===== src/rtl/param_countdown_timer_if.sv =====
// Command/status bundle for param_countdown_timer: the control side drives
// commands, the timer drives count and flags back.
interface param_countdown_timer_if #(
  parameter int WIDTH  = 8,
  parameter int STEP_W = 4
);
  logic [WIDTH-1:0]  in;
  logic              latch;
  logic              dec;
  logic              div;
  logic [STEP_W-1:0] step;
  logic              clr_flags;
  logic [WIDTH-1:0]  count;
  logic              zero;
  logic              tc;
  logic              underflow;
  logic [1:0]        state;

  modport master (
    output in, latch, dec, div, step, clr_flags,
    input  count, zero, tc, underflow, state
  );

  modport slave (
    input  in, latch, dec, div, step, clr_flags,
    output count, zero, tc, underflow, state
  );
endinterface


===== src/rtl/param_countdown_timer.sv =====
// Programmable countdown timer: load / step-decrement / halve, saturating
// underflow, optional auto-reload, terminal-count pulse and exposed state.
module param_countdown_timer #(
  parameter int WIDTH       = 8,
  parameter int STEP_W      = 4,
  parameter bit AUTO_RELOAD = 1'b0
) (
  input  logic clk,
  input  logic reset,
  param_countdown_timer_if.slave bus
);

  // Handshake: there is no valid/ready backpressure. Every command bit is a
  // level request accepted on the rising edge where it is seen (latch > dec >
  // div, lower ones dropped); all outputs are valid in every cycle.

  typedef enum logic [1:0] {
    IDLE    = 2'b00,
    ARMED   = 2'b01,
    EXPIRED = 2'b10
  } state_t;

  state_t           state_q;
  logic [WIDTH-1:0] count_q;
  logic [WIDTH-1:0] reload_q;
  logic             tc_q;
  logic             underflow_q;

  logic [WIDTH-1:0] step_ext;
  logic             dec_act;
  logic             terminal;
  logic             under_evt;

  assign step_ext  = WIDTH'(bus.step);
  assign dec_act   = bus.dec && !bus.latch && (state_q == ARMED) && (bus.step != '0);
  // A step larger than the count saturates at zero instead of wrapping.
  assign terminal  = dec_act && (count_q <= step_ext);
  assign under_evt = dec_act && (count_q <  step_ext);

  always_ff @(posedge clk or negedge reset) begin
    if (!reset) begin
      state_q     <= IDLE;
      count_q     <= '0;
      reload_q    <= '0;
      tc_q        <= 1'b0;
      underflow_q <= 1'b0;
    end else begin
      tc_q <= 1'b0;
      if (bus.latch) begin
        count_q  <= bus.in;
        reload_q <= bus.in;
        state_q  <= ARMED;
      end else if (bus.dec) begin
        if (terminal) begin
          tc_q <= 1'b1;
          // A zero reload would retrigger forever, so it expires instead.
          if (AUTO_RELOAD && (reload_q != '0)) begin
            count_q <= reload_q;
          end else begin
            count_q <= '0;
            state_q <= EXPIRED;
          end
        end else if (dec_act) begin
          count_q <= count_q - step_ext;
        end
      end else if (bus.div) begin
        count_q <= count_q >> 1;
      end

      if (under_evt) begin
        underflow_q <= 1'b1;
      end else if (bus.clr_flags) begin
        underflow_q <= 1'b0;
      end
    end
  end

  assign bus.count     = count_q;
  assign bus.zero      = (count_q == '0);
  assign bus.tc        = tc_q;
  assign bus.underflow = underflow_q;
  assign bus.state     = state_q;

endmodule


===== src/flat_wrapper.sv =====
// flat-port wrapper written by rule: the top's interface ports become plain ports
module param_countdown_timer_flat 
#(
  parameter int WIDTH       = 8,
  parameter int STEP_W      = 4,
  parameter bit AUTO_RELOAD = 1'b0
)
  (clk, reset, bus_in, bus_latch, bus_dec, bus_div, bus_step, bus_clr_flags, bus_count, bus_zero, bus_tc, bus_underflow, bus_state);
  param_countdown_timer_if #(.WIDTH(WIDTH), .STEP_W(STEP_W)) bus_i ();
  input  logic clk;
  input  logic reset;
  input wire logic [$bits(bus_i.in)-1:0] bus_in;
  input wire logic [$bits(bus_i.latch)-1:0] bus_latch;
  input wire logic [$bits(bus_i.dec)-1:0] bus_dec;
  input wire logic [$bits(bus_i.div)-1:0] bus_div;
  input wire logic [$bits(bus_i.step)-1:0] bus_step;
  input wire logic [$bits(bus_i.clr_flags)-1:0] bus_clr_flags;
  output wire logic [$bits(bus_i.count)-1:0] bus_count;
  output wire logic [$bits(bus_i.zero)-1:0] bus_zero;
  output wire logic [$bits(bus_i.tc)-1:0] bus_tc;
  output wire logic [$bits(bus_i.underflow)-1:0] bus_underflow;
  output wire logic [$bits(bus_i.state)-1:0] bus_state;
  assign bus_i.in = bus_in;
  assign bus_i.latch = bus_latch;
  assign bus_i.dec = bus_dec;
  assign bus_i.div = bus_div;
  assign bus_i.step = bus_step;
  assign bus_i.clr_flags = bus_clr_flags;
  assign bus_count = bus_i.count;
  assign bus_zero = bus_i.zero;
  assign bus_tc = bus_i.tc;
  assign bus_underflow = bus_i.underflow;
  assign bus_state = bus_i.state;
  param_countdown_timer #(.WIDTH(WIDTH), .STEP_W(STEP_W), .AUTO_RELOAD(AUTO_RELOAD)) u_core (.clk(clk), .reset(reset), .bus(bus_i));
endmodule

===== config.mk =====
export PLATFORM = sky130hd
export DESIGN_NAME = param_countdown_timer_flat
export DESIGN_NICKNAME = d
export VERILOG_FILES = /design/src/rtl/param_countdown_timer_if.sv /design/src/rtl/param_countdown_timer.sv /design/src/flat_wrapper.sv
export SDC_FILE = /design/constraint.sdc
export NUM_CORES = 1
export LEC_CHECK = 0
export BUFFER_PORTS_ARGS = -buffer_cell sky130_fd_sc_hd__buf_4
export CAP_MARGIN = 20
export CORE_MARGIN = 3
export CORE_UTILIZATION = 49
export CTS_CLUSTER_DIAMETER = 60
export DETAILED_ROUTE_END_ITERATION = 16
export HOLD_SLACK_MARGIN = 0.06
export PLACE_DENSITY = 0.89
export SETUP_SLACK_MARGIN = 0.3
export SYNTH_ARGS = -nofsm -noshare
export SYNTH_HDL_FRONTEND = slang
export SYNTH_SLANG_ARGS = --single-unit

===== constraint.sdc =====
create_clock -name clk -period 2.6 [get_ports clk]
set_input_delay 0.26 -clock clk [delete_from_list [all_inputs] [get_ports clk]]
set_output_delay 0.26 -clock clk [all_outputs]
set_load 0.02 [all_outputs]

# --- Word-level counts from Yosys, hierarchy flattened ---
# Cells that the tools add are included.
classes:
  n_addsub: 1
  order_cmp: 2
  n_eq_ne: 2
  muxes: 13
  n_reduce_logical: 14
ops:
  columns: ["operator", "n"]
  rows:
  - ["2-to-1 mux 8 bit", 5]
  - ["<= comparator 8 x 4 -> 1 bit", 1]
  - ["zero test 8 bit", 1]
  - ["< comparator 8 x 4 -> 1 bit", 1]
  - ["subtractor 8 x 4 -> 8 bit", 1]
  - ["2-to-1 mux 2 bit", 3]
  - ["nonzero test 2 bit", 3]
  - ["logical AND 1 bit", 5]
  - ["2-to-1 mux 1 bit", 5]
  - ["!= test 4 x 2 -> 1 bit (second input constant)", 1]
  - ["AND reduction 2 bit", 2]
  - ["nonzero test 4 bit", 1]
  - ["nonzero test 3 bit", 1]
  - ["== test 2 x 1 -> 1 bit (second input constant)", 1]
  - ["zero test 1 bit", 1]
word_totals:
  reg_bits: 12
  inputBits: 18
  output_inout_bits: 13
  wordCells: 36

# --- Longest topological paths before layout ---
logic_depth:
  word_depth: 8
  ltp_mapped: 9
  depth_no_buf: 9

# --- Least setup slack after synthesis ---
# No wires, ideal clock.
synth_timing:
  path_kind: "register to register"
  from: "register u_core.count_q[0] (netlist: u_core.bus.count[0])"
  to: "register u_core.count_q[6] (netlist: u_core.bus.count[6])"
  setup_ps: 125
  arrival_ps: 1792
  required_time_ps: 2475
  path_slack_ps: 683
  path_stages_with_launch: 10
  n_path_buf: 0
  period_less_slack_ps: 1917
  path_cell_list: "dfrtp_1 -> inv_1 -> ha_1 -> inv_1 -> fa_1 -> nand3_1 -> nand2_1 -> nor4_1 -> xnor2_1 -> a21oi_1"
synth_between:
  elab_chain_cells: 5
  word_cells_on_any_way: 9
  classes_between: "add/sub: 1; order compare: 1; eq/ne: 1; mux: 4; reduce/logical: 2"
synth_rtl:
  columns: ["element", "line_no", "source"]
  rows:
  - ["start, declared", "param_countdown_timer.sv:24", "logic [WIDTH-1:0] count_q;"]
  - ["start signal, assigned", "param_countdown_timer.sv:50", "count_q <= bus.in;"]
  - ["start signal, assigned", "param_countdown_timer.sv:58", "count_q <= reload_q;"]
  - ["start signal, assigned", "param_countdown_timer.sv:64", "count_q <= count_q - step_ext;"]
  - ["subtractor 8 x 4 -> 8 bit or <= comparator 8 x 4 -> 1 bit (tied branches)", "param_countdown_timer.sv:64, param_countdown_timer.sv:37", null]
  - ["2-to-1 mux 8 bit or logical AND 1 bit (tied branches)", "param_countdown_timer.sv:63, param_countdown_timer.sv:37", null]
  - ["2-to-1 mux 8 bit", "param_countdown_timer.sv:54", "if (terminal) begin"]
  - ["2-to-1 mux 8 bit", "param_countdown_timer.sv:53", "end else if (bus.dec) begin"]
  - ["2-to-1 mux 8 bit", "param_countdown_timer.sv:49", "if (bus.latch) begin"]
# Parallel ways exist; a longest one is shown, timed or not. The select of a mux whose other input is x is not followed.
# A chain may end at the register's enable or synchronous reset.

# --- Worst setup path after layout ---
layout_timing:
  from: "register u_core.count_q[0] (netlist: u_core.bus.count[0])"
  to: "register u_core.count_q[3] (netlist: u_core.bus.count[3])"
# Same word-level chain as after synthesis.

==> impl_metrics.tcl <==
set metrics [dict create \
    critical_path.endpoint_type "flip-flop" \
    pin_count 31 \
    drc 0 \
    synth_cell_types 40 \
    grt_pass1_wl_mm 4.12 \
    drtIter0Drc 42 \
    fin_skew_ns 0.00730 \
    wire_per_inst_um 16.1 \
    vias 988 \
    die_w_um 49.4 \
    switchingPower_uw 246 \
    holdCritPathClass "primary input to flip-flop" \
    crit_buf_inv 2 \
    synth_fa_ha_area_share_pct 7.60 \
    crit_type "flip-flop to flip-flop" \
    drt-total-wl_mm 2.49 \
    grt_pass1_vias 928 \
    p_int_uw 412 \
    post_cts_resized 0 \
    drive_gt1_share_pct 34.1 \
    avgSynthCellArea_um2 9.51 \
    ys.flop_type "dfrtp_1" \
    antenna_found_initial 0 \
    dp_hpwl_mm 1.90 \
    maxCapViolCount 0 \
    core_um2 1750 \
    p_seq_share_pct 37.4 \
    fmax_ghz 0.482 \
    cts_hold_buf 1 \
    multi_input_area_um2 569 \
    syn-num-nets 120 \
    portBuffers 30 \
    synth-edff-count 0 \
    cts_root_buf "clkbuf_4" \
    cellLeakagePower_nw 0.542 \
    crit_path_max_incr_delay_ns 0.39 \
    synthTopCellsByArea "dfrtp_1 33%, ha_1 5.4%, a21oi_1 3.3%, o21ai_0 3.3%, inv_1 3.3%" \
    synth_top_family_by_area "compound AO/OA/AOI/OAI gates" \
    synthArstFlopShare_pct 100 \
    synth_top_area_cell "dfrtp_1" \
    finalCritPeriodShare_pct 79.8 \
    syn_area_um2 922 \
    crit_family "compound AO/OA/AOI/OAI gates" \
    cts_tree "done" \
    hold_viol 0 \
    antennaDiodeCount 0 \
    cts_num_sinks 12 \
    worstPathMaxFanout 7 \
    initial_core_util_pct 52.8 \
    ys_seq_area_share_pct 32.6 \
    drtPass1Iterations 4 \
    track_usage_pct 21.7 \
    power_frac_comb_pct 39.2 \
    grt_max_degree 13 \
    cpMostUsedCell "inv_1" \
    peakVddDrop_mv 0.380 \
    setup_violations 0 \
    fp.dieH_um 49.4 \
    crit_chain "inv_1 > ha_1 > inv_1 > fa_1 > nand3_1 > a21oi_1 > o21ai_4 > a211o_1 > a31oi_1" \
    clkPwrFrac_pct 23.4 \
    fin_crit_ns 2.07 \
    critPathArrivalTime_ns 2.28 \
    synth_mux_area_share_pct 0 \
    syn_inst 97 \
    p_sw_share_pct 37.4 \
    syn_to_final_growth_pct 30.4 \
    tightest_slew_ns 0.410 \
    cellPowerDensity_nw_per_um2 547 \
    rsz0062_at_grt "no" \
    yosysWarnings 0 \
    relSlewSlack_pct 72.6 \
    total_power_uw 658 \
    slew_violations 0 \
    place_congestion 0.838 \
    final_common_cell "buf_4" \
    drt.antenna.violating_nets 0 \
    final_cell_mix "30 x buf_4, 12 x dfrtp_1, 8 x inv_1" \
    overflow 0 \
    regArea_um2 300 \
    start_kind "flip-flop" \
    fillers 141 \
    nets 153 \
    post_cts_buffers 0 \
    num_rows 15 \
    stdcell_area_um2 1200 \
    cts_htree_levels 1 \
    synth_top_cell_area_share_pct 32.6 \
    clkSlewWorstSetupHoldPaths_ns 0.08 \
    status "finished, final reports clean" \
    ys_ff_latch 12 \
    required_ns 2.81 \
    yosys.area_share.simple_pct 19.4 \
    clk_latency_ns 0.28 \
    clock_path_buffers 2 \
    cts_made_buffers 3 \
    setup_tns_ns 0 \
    fp.dieArea_um2 2440 \
    synth_compound_area_share_pct 32.8 \
    slowest_stage "dfrtp_1" \
    placed_cell_area_um2 1160 \
    yosys.area_share.xor_xnor_pct 1.90 \
    via_per_inst 6.42 \
]
-- final timing paths --
path | end | slack, ns | startpoint | cells past startpoint
worst max register to register | u_core.bus.count[3] | 0.53 | u_core.bus.count[0] | 9
worst min register to register | u_core.bus.state[1] | 0.51 | u_core.bus.state[1] | 1
max in group asynchronous | u_core.bus.count[7] | 2.09 | reset | 2
worst max-delay path | u_core.bus.count[3] | 0.53 | u_core.bus.count[0] | 9
min in group asynchronous | u_core.bus.count[0] | 0.35 | reset | 2
worst min-delay path | u_core.bus.underflow | 0.17 | bus_clr_flags | 2
-- state kept, by name, summed over array words and instances, names as in the netlist --
name and flops:
u_core.bus.count 8, u_core.bus.underflow 1, u_core.bus.state 2, u_core.bus.tc 1
-- cells by family after synthesis --
family,after synthesis
DFF,12
adders and majority gates,5
xor gates and xnor gates,2
AOI/OAI and AO/OA,40
and+or+nand+nor,27
buffers and inverters,11
-- power groups by stage --
| stage | logic, mW | registers, mW | clock network, mW |
|---|---|---|---|
| 2_1_floorplan | 0.150 | 0.263 | 0 |
| 3_3_place_gp | 0.247 | 0.247 | 0 |
| 3_5_place_dp | 0.254 | 0.248 | 0 |
| 4_1_cts | 0.257 | 0.245 | 0.152 |
| 5_1_grt | 0.279 | 0.251 | 0.168 |
| 6_report | 0.258 | 0.246 | 0.154 |
-- synthesized netlist by cell type, types with 3 or more instances --
cell and instances:
o21ai_0 6, dfrtp_1 12, ha_1 4, nor2_1 5, a21oi_1 6, a21o_1 3, o211ai_1 4, nand2_1 5
inv_1 8, o22ai_1 3, nor2b_1 3
-- routing by layer --
metal / vias up / part of all wire, % / global-route usage [%]
met5: - / 0 / 0
met4: 0 / 3.2 / 8.29
met3: 14 / 8.6 / 4.59
met2: 58 / 49 / 35.7
met1: 478 / 39 / 27.7
li1: 438 / - / -
-- worst reg2reg max path, cell delays in order, from the launching register on --
cell	delay [ns]
dfrtp_1	0.39
inv_1	0.06
ha_1	0.21
inv_1	0.08
fa_1	0.22
nand3_1	0.12
a21oi_1	0.36
o21ai_4	0.16
a211o_1	0.25
a31oi_1	0.16
-- area by class of cell --
type                    instances  area share (%)
flip-flops and latches         12            25.0
well taps                      25            2.60
inverters                       8            2.50
repair buffers                 31            19.6
clock buffers                   4            3.02
multi-input cells              74            47.3
-- through the flow --
step | util (%) | std cells | setup WS [ns] | hold slack (ns)
finish | 68.9 | 154 | 0.525 | 0.167
global route | 68.9 | 154 | 0.368 | 0.178
CTS | 68.9 | 154 | 0.531 | 0.169
detailed placement | 66.2 | 149 | 0.552 | 0.107
global placement | 66.2 | 149 | 0.661 | 0.106
floorplan | - | 97 | 0.683 | -0.0356
Note: power is estimated with default switching activity, not from simulation.
